### src/rtl/queue_param_status.sv
`default_nettype none
// ============================================================================
// Module      : queue_param_status
// Description : Parameterised single-clock FIFO with standard or FWFT read
//               port, occupancy-derived status flags and sticky error flags.
// Revision    : 1.0
// ============================================================================
module queue_param_status #(
  parameter int num_of_words  = 32,
  parameter int word_length   = 8,
  parameter int pointer_width = 5,
  parameter bit fwft_mode     = 1'b0
) (
  input  logic                     clk,
  input  logic                     reset,
  input  logic [word_length-1:0]   data_in,
  input  logic                     write_to_stack,
  input  logic                     read_from_stack,
  input  logic [pointer_width:0]   almost_full_level,
  input  logic [pointer_width:0]   almost_empty_level,
  input  logic                     clear_errors,
  output logic [word_length-1:0]   data_out,
  output logic                     data_valid,
  output logic                     stack_full,
  output logic                     stack_empty,
  output logic                     almost_full,
  output logic                     almost_empty,
  output logic [pointer_width:0]   word_count,
  output logic                     overflow,
  output logic                     underflow
);

  localparam logic [pointer_width:0]   c_full_count = (pointer_width+1)'(num_of_words);
  localparam logic [pointer_width-1:0] c_last_ptr   = pointer_width'(num_of_words - 1);

  logic [word_length-1:0]   mem_q [num_of_words];
  logic [pointer_width-1:0] rd_ptr_q, rd_ptr_d;
  logic [pointer_width-1:0] wr_ptr_q, wr_ptr_d;
  logic [pointer_width:0]   count_q, count_d;
  logic                     overflow_q, overflow_d;
  logic                     underflow_q, underflow_d;
  logic                     w_rd_acc, w_wr_acc;

  assign word_count   = count_q;
  assign stack_full   = (count_q == c_full_count);
  assign stack_empty  = (count_q == '0);
  assign almost_full  = (count_q >= almost_full_level);
  assign almost_empty = (count_q <= almost_empty_level);
  assign overflow     = overflow_q;
  assign underflow    = underflow_q;

  always_comb begin
    w_rd_acc = read_from_stack && !stack_empty;
    // A pop in the same cycle frees a slot, so a full FIFO still accepts the write.
    w_wr_acc = write_to_stack && (!stack_full || w_rd_acc);

    rd_ptr_d = rd_ptr_q;
    if (w_rd_acc) begin
      rd_ptr_d = (rd_ptr_q == c_last_ptr) ? '0 : rd_ptr_q + 1'b1;
    end

    wr_ptr_d = wr_ptr_q;
    if (w_wr_acc) begin
      wr_ptr_d = (wr_ptr_q == c_last_ptr) ? '0 : wr_ptr_q + 1'b1;
    end

    count_d = count_q;
    case ({w_wr_acc, w_rd_acc})
      2'b10:   count_d = count_q + 1'b1;
      2'b01:   count_d = count_q - 1'b1;
      default: count_d = count_q;
    endcase

    // Set conditions are applied after the clear so they take priority.
    overflow_d = overflow_q;
    if (clear_errors) overflow_d = 1'b0;
    if (write_to_stack && !w_wr_acc) overflow_d = 1'b1;

    underflow_d = underflow_q;
    if (clear_errors) underflow_d = 1'b0;
    if (read_from_stack && stack_empty) underflow_d = 1'b1;
  end

  always_ff @(posedge clk or posedge reset) begin
    if (reset) begin
      rd_ptr_q    <= '0;
      wr_ptr_q    <= '0;
      count_q     <= '0;
      overflow_q  <= 1'b0;
      underflow_q <= 1'b0;
    end else begin
      rd_ptr_q    <= rd_ptr_d;
      wr_ptr_q    <= wr_ptr_d;
      count_q     <= count_d;
      overflow_q  <= overflow_d;
      underflow_q <= underflow_d;
    end
  end

  always_ff @(posedge clk) begin
    if (w_wr_acc) begin
      mem_q[wr_ptr_q] <= data_in;
    end
  end

  generate
    if (fwft_mode) begin : g_fwft
      assign data_out   = stack_empty ? '0 : mem_q[rd_ptr_q];
      assign data_valid = !stack_empty;
    end else begin : g_std
      logic [word_length-1:0] dout_q, dout_d;
      logic                   valid_q, valid_d;

      always_comb begin
        dout_d  = w_rd_acc ? mem_q[rd_ptr_q] : dout_q;
        valid_d = w_rd_acc;
      end

      always_ff @(posedge clk or posedge reset) begin
        if (reset) begin
          dout_q  <= '0;
          valid_q <= 1'b0;
        end else begin
          dout_q  <= dout_d;
          valid_q <= valid_d;
        end
      end

      assign data_out   = dout_q;
      assign data_valid = valid_q;
    end
  endgenerate

endmodule
`default_nettype wire

### config.mk
export PLATFORM = sky130hd
export DESIGN_NAME = queue_param_status
export DESIGN_NICKNAME = d
export VERILOG_FILES = /design/src/rtl/queue_param_status.sv
export SDC_FILE = /design/constraint.sdc
export NUM_CORES = 1
export LEC_CHECK = 0
export ABC_AREA = 1
export CAP_MARGIN = 20
export CORE_MARGIN = 2
export CORE_UTILIZATION = 45
export CTS_BUF_LIST = sky130_fd_sc_hd__clkbuf_8
export CTS_CLUSTER_SIZE = 40
export DETAILED_ROUTE_END_ITERATION = 16
export HOLD_SLACK_MARGIN = 0.03
export PLACE_DENSITY_LB_ADDON = 0.12
export SLEW_MARGIN = 10
export SYNTH_ARGS = -nofsm -noshare
export SYNTH_HDL_FRONTEND = slang
export SYNTH_SLANG_ARGS = --single-unit
### constraint.sdc
create_clock -name clk -period 2 [get_ports clk]
set_input_delay 0.4 -clock clk [delete_from_list [all_inputs] [get_ports clk]]
set_output_delay 0.4 -clock clk [all_outputs]
set_load 0.05 [all_outputs]
# Yosys cells after proc, flatten, opt, wreduce, memory -nomap -nowiden
# Memory sizes are Yosys's and may differ from the RTL's. A register that Yosys moved wholly into a read port is not among the register bits.
# Index checks and enable logic that the tools add are counted.
[word_totals]
reg_bits = 19
ram_bits = 256
input_bits = 25
output_inout_bits = 21
elab_cells = 38
memories = 1
[op_classes]
addsub = 4
n_lt_le_gt_ge = 2
eq_ne = 5
n_mux = 8
n_reduce_logical = 12
[memory_table]
columns = ["name", "words", "width", "rd", "rd_clocked_by_memory_dff", "wr", "line_no", "text"]
rows = [
  ["mem_q", 32, 8, 1, 1, 1, "36", "logic [word_length-1:0] mem_q [num_of_words];"],
]
[ops]
columns = ["op", "n"]
rows = [
  ["6-bit case mux with 2 select lines", 1],
  ["5-bit by 1-bit adder with 5-bit output, second input constant", 2],
  ["5-bit == test, second input constant", 2],
  ["5-bit two-way mux", 2],
  ["6-bit by 1-bit adder with 6-bit output, second input constant", 1],
  ["6-bit == test, second input constant", 1],
  ["6-bit >= comparator", 1],
  ["6-bit <= comparator", 1],
  ["6-bit zero test", 1],
  ["2-bit nonzero test", 3],
  ["6-bit by 1-bit subtractor with 6-bit output, second input constant", 1],
  ["1-bit two-way mux", 5],
  ["1-bit logical AND", 4],
  ["1-bit zero test", 3],
  ["2-bit by 1-bit == test with 1-bit output, second input constant", 1],
  ["2-bit == test, second input constant", 1],
  ["1-bit logical OR", 1],
]

# Longest topological paths before layout
[logic_depth]
word_depth = 8
depth_mapped = 16
ltp_nobuf = 16

# Least setup slack after synthesis
# No wires, ideal clock.
[synth_timing]
path_kind = "register to register"
from = "register count_q[2], in the netlist word_count[2]"
to = "memory mem_q[0][0] (enable)"
setup_ps = 370
arrival_ps = 1988
t_required_ps = 1630
setup_slack_ps = -358
path_stages_with_launch = 7
n_path_buf = 0
synth_period_minus_slack_ps = 2358
cell_sequence = "dfrtp_1 nor2_1 nand4_1 inv_1 a21oi_4 nand2_1 nor2_1"
[synth_via]
elab_cells_between_ends = 9
classes_between = "1 x eq/ne; 2 x mux; 6 x reduce/logical"
[synth_lines]
columns = ["element", "line_no", "text"]
rows = [
  ["start: declaration", "39", "logic [pointer_width:0] count_q, count_d;"],
  ["start signal: assignment", "94", "count_q <= count_d;"],
  ["6-bit == test", "45", "assign stack_full = (count_q == c_full_count);"],
  ["net stack_full", "24", "output logic stack_full,"],
  ["1-bit zero test", "55", "w_wr_acc = write_to_stack && (!stack_full || w_rd_acc);"],
  ["1-bit logical OR", "55", ""],
  ["1-bit logical AND", "55", ""],
  ["1-bit two-way mux", "101", "if (w_wr_acc) begin"],
  ["1-bit two-way mux (not written as such)", "102", "mem_q[wr_ptr_q] <= data_in;"],
  ["end: declaration", "36", ""],
]
# The timed path passes the listed nets, and every way through them passes these cells.

# Final worst setup path
[layout_timing]
from = "register count_q[1], in the netlist word_count[1]"
to = "output port almost_empty"
[layout_via]
elab_chain_cells = 1
[layout_rtl]
columns = ["element", "line_no", "text"]
rows = [
  ["6-bit <= comparator", "48", "assign almost_empty = (count_q <= almost_empty_level);"],
  ["end: declaration", "27", "output logic almost_empty,"],
]
# No other way between the ends.

==> qor.txt <==
reg2reg end - word_count[5]$_DFFE_PP0P_
Net Sw Frac - 0.383
total gr overflow - 0
RD Place Congestion - 0.819
Avg WL per Cell - 17.2 µm
maxcap violations - 0
final wirelength - 29.9 mm
Slew Viols, Final - 0
clk slew on worst S/H paths - 0.06 ns
register bit count reported by yosys - 283
Starting Density - 0.455
htree depth - 2
Seq pwr share - 0.374
DP HPWL - 18.7 mm
CTS sink count - 283
Fin. Hold Viols - 0
drt first pass iters - 5
largest delay contributor family on the critical path - flip-flops
cell count after synthesis - 1225
syn_area_per_cell - 10.3 µm²
die height - 171 µm
CP arrival - 1.93 ns
area grow syn2layout - 20.7%
kind of critical path - reg -> out
worst setup path endpoint - almost_empty
most frequent cells in the layout - nand2_1 (375), edfxtp_1 (256), nand3_1 (167)
Hold Path Class - in -> async
relative slew slack - 0.640
Logic pwr share - 0.388
Root Driver - clkbuf_8
final hold slack - 0.191 ns
Clock Skews - 0.0266 ns
CP max stage cell - dfrtp_2
DR iter-0 viols - 619
TritonCTS clock tree - yes
setup slack after layout - -0.327 ns
die area - 0.0293 mm²
Post-synth EDFFs - 256
Netlist cell types - 30
gr usage total - 0.212
Vias/cell - 4.91
initial antenna violation count - 0
PwrDens - 1280 mW/mm²
Cell Area, Synth - 0.0126 mm²
element type at the critical path end - output port
clock share of power - 0.237
critical path depth - 8
CP most frequent cell - nor2_1
Net Sw Power - 7.43 mW
clk buf depth - 3
Ports - 46
port bufs - 45
fmax - 430 MHz
reg2reg setup slack - -0.09 ns
global-route wire length before repair - 46.6 mm
# nets final - 1381
commonest non-fill, non-tap cell in the layout - nand2_1
maximum fanout along the worst path - 3
Synth Flop Type - edfxtp_1
largest net degree at the start of global routing - 78
Worst Reg-to-Reg Cells - 17
WP buf/inv - 3
drt drc - 0
setup TNS - -0.988 ns
sequential area share after synthesis - 0.666
nature of the critical path startpoint - register
core region area - 0.0276 mm²
Post-synth ARST share - 0.0954
worst stage delay on the critical path - 0.42 ns
P_int - 12.0 mW
Static Leak - 6.19 nW
setup repair after global routing missed its margin - true
die width - 171 µm
row cnt - 61
worst path required time - 1.60 ns
Yosys Warn Count - 0
via count - 8557
syn_nets - 1274
worst-margin pin slew - 0.540 ns
Critical Path Start - word_count[1]$_DFFE_PP0P_
share of layout cells above drive strength 1 - 0.158
# diodes - 0
status - complete, but fails checks
Final setup viols - 8
reg2reg start - word_count[1]$_DFFE_PP0P_
minimum clock period - 2.33 ns
vias in the first global route - 8322
cells along the critical path - buf_6 > ha_4 > inv_2 > nor2_1 > nor2_1 > o211ai_1 > nand2_2 > buf_12
post-route ant nets - 0
Peak VDD IR - 0.000861 V
Clk Latency, worst-skew pair - 0.56 ns
final period utilization - 1.16
total CTS buffers - 46
failing checks - setup timing
-- worst min path at each step --
stage,startpoint,endpoint
global route,reset,rd_ptr_q[2]$_DFFE_PP0P_
global placement,data_out[2]$_DFFE_PP0P_,data_out[2]$_DFFE_PP0P_
detailed placement,data_out[2]$_DFFE_PP0P_,data_out[2]$_DFFE_PP0P_
finish,reset,rd_ptr_q[2]$_DFFE_PP0P_
floorplan,reset,data_out[0]$_DFFE_PP0P_
CTS,reset,rd_ptr_q[2]$_DFFE_PP0P_
-- power by group through the flow --
stage	Combinational, mW	Sequential [mW]	Clock [mW]
4_1_cts	7.48	7.27	4.71
2_1_floorplan	4.10	7.85	0
3_3_place_gp	7.15	7.38	0
5_1_grt	8.34	7.31	5.00
6_report	7.54	7.27	4.61
3_5_place_dp	7.20	7.39	0
-- stage by stage --
stage / utilization / total power, mW / area [µm²] / worst slack (ns) / instances
floorplan: - / 12.0 / 12800 / -0.116 / 1225
global placement: 0.509 / 14.5 / 14100 / -0.196 / 1652
detailed placement: 0.509 / 14.6 / 14100 / -0.245 / 1652
CTS: 0.546 / 19.5 / 15100 / -0.352 / 1739
global route: 0.549 / 20.7 / 15200 / -0.433 / 1742
finish: 0.549 / 19.4 / 15200 / -0.327 / 1742
-- state kept, by name (all words and copies together), names as in the netlist --
name / cells
mem_q: 256
overflow: 1
data_valid: 1
underflow: 1
word_count: 6
data_out: 8
wr_ptr_q: 5
rd_ptr_q: 5
-- cell families after synthesis --
logic type                 share of synthesized area
buffers and inverters                         0.0670
DFF                                            0.666
xor gates and xnor gates                     0.00349
and+or+nand+nor                                0.216
AOI/OAI and AO/OA                             0.0230
adders and majority gates                     0.0245
-- cell usage after synthesis, drive strengths merged, types with 4 or more instances --
cell,n,area share
nand2,386,0.12
edfxtp,256,0.61
nand3,169,0.067
inv,148,0.044
nor2,95,0.028
buf,43,0.019
dfrtp,27,0.054
a21oi,24,0.010
ha,23,0.023
o21ai,21,0.0084
clkbuf,9,0.0027
nand4,5,0.0025
xor2,4,0.0028
-- layer usage --
metal	up-vias	routed length, µm	track usage
li1	4259	-	-
met1	4077	13900	0.298
met2	177	14200	0.344
met3	44	1250	0.0312
met4	0	589	0.0586
met5	-	0	0
-- layout make-up --
type	count	area, µm²
Sequential cell	283	8380
Multi-Input combinational cell	739	3790
Fill cell	2474	12500
Inverter	151	574
Clock buffer	47	647
Clock inverter	33	191
Tap cell	378	473
Timing Repair Buffer	111	1110
-- timing repair --
item,CTS,global route
endpoints found under the setup margin,16,263
resized for setup,36,11
cloned,0,0
endpoints found under the hold margin,0,0
setup buffers,7,3
pin swaps,9,6
hold buffers,0,0
Note: power is estimated with default switching activity, not from simulation.
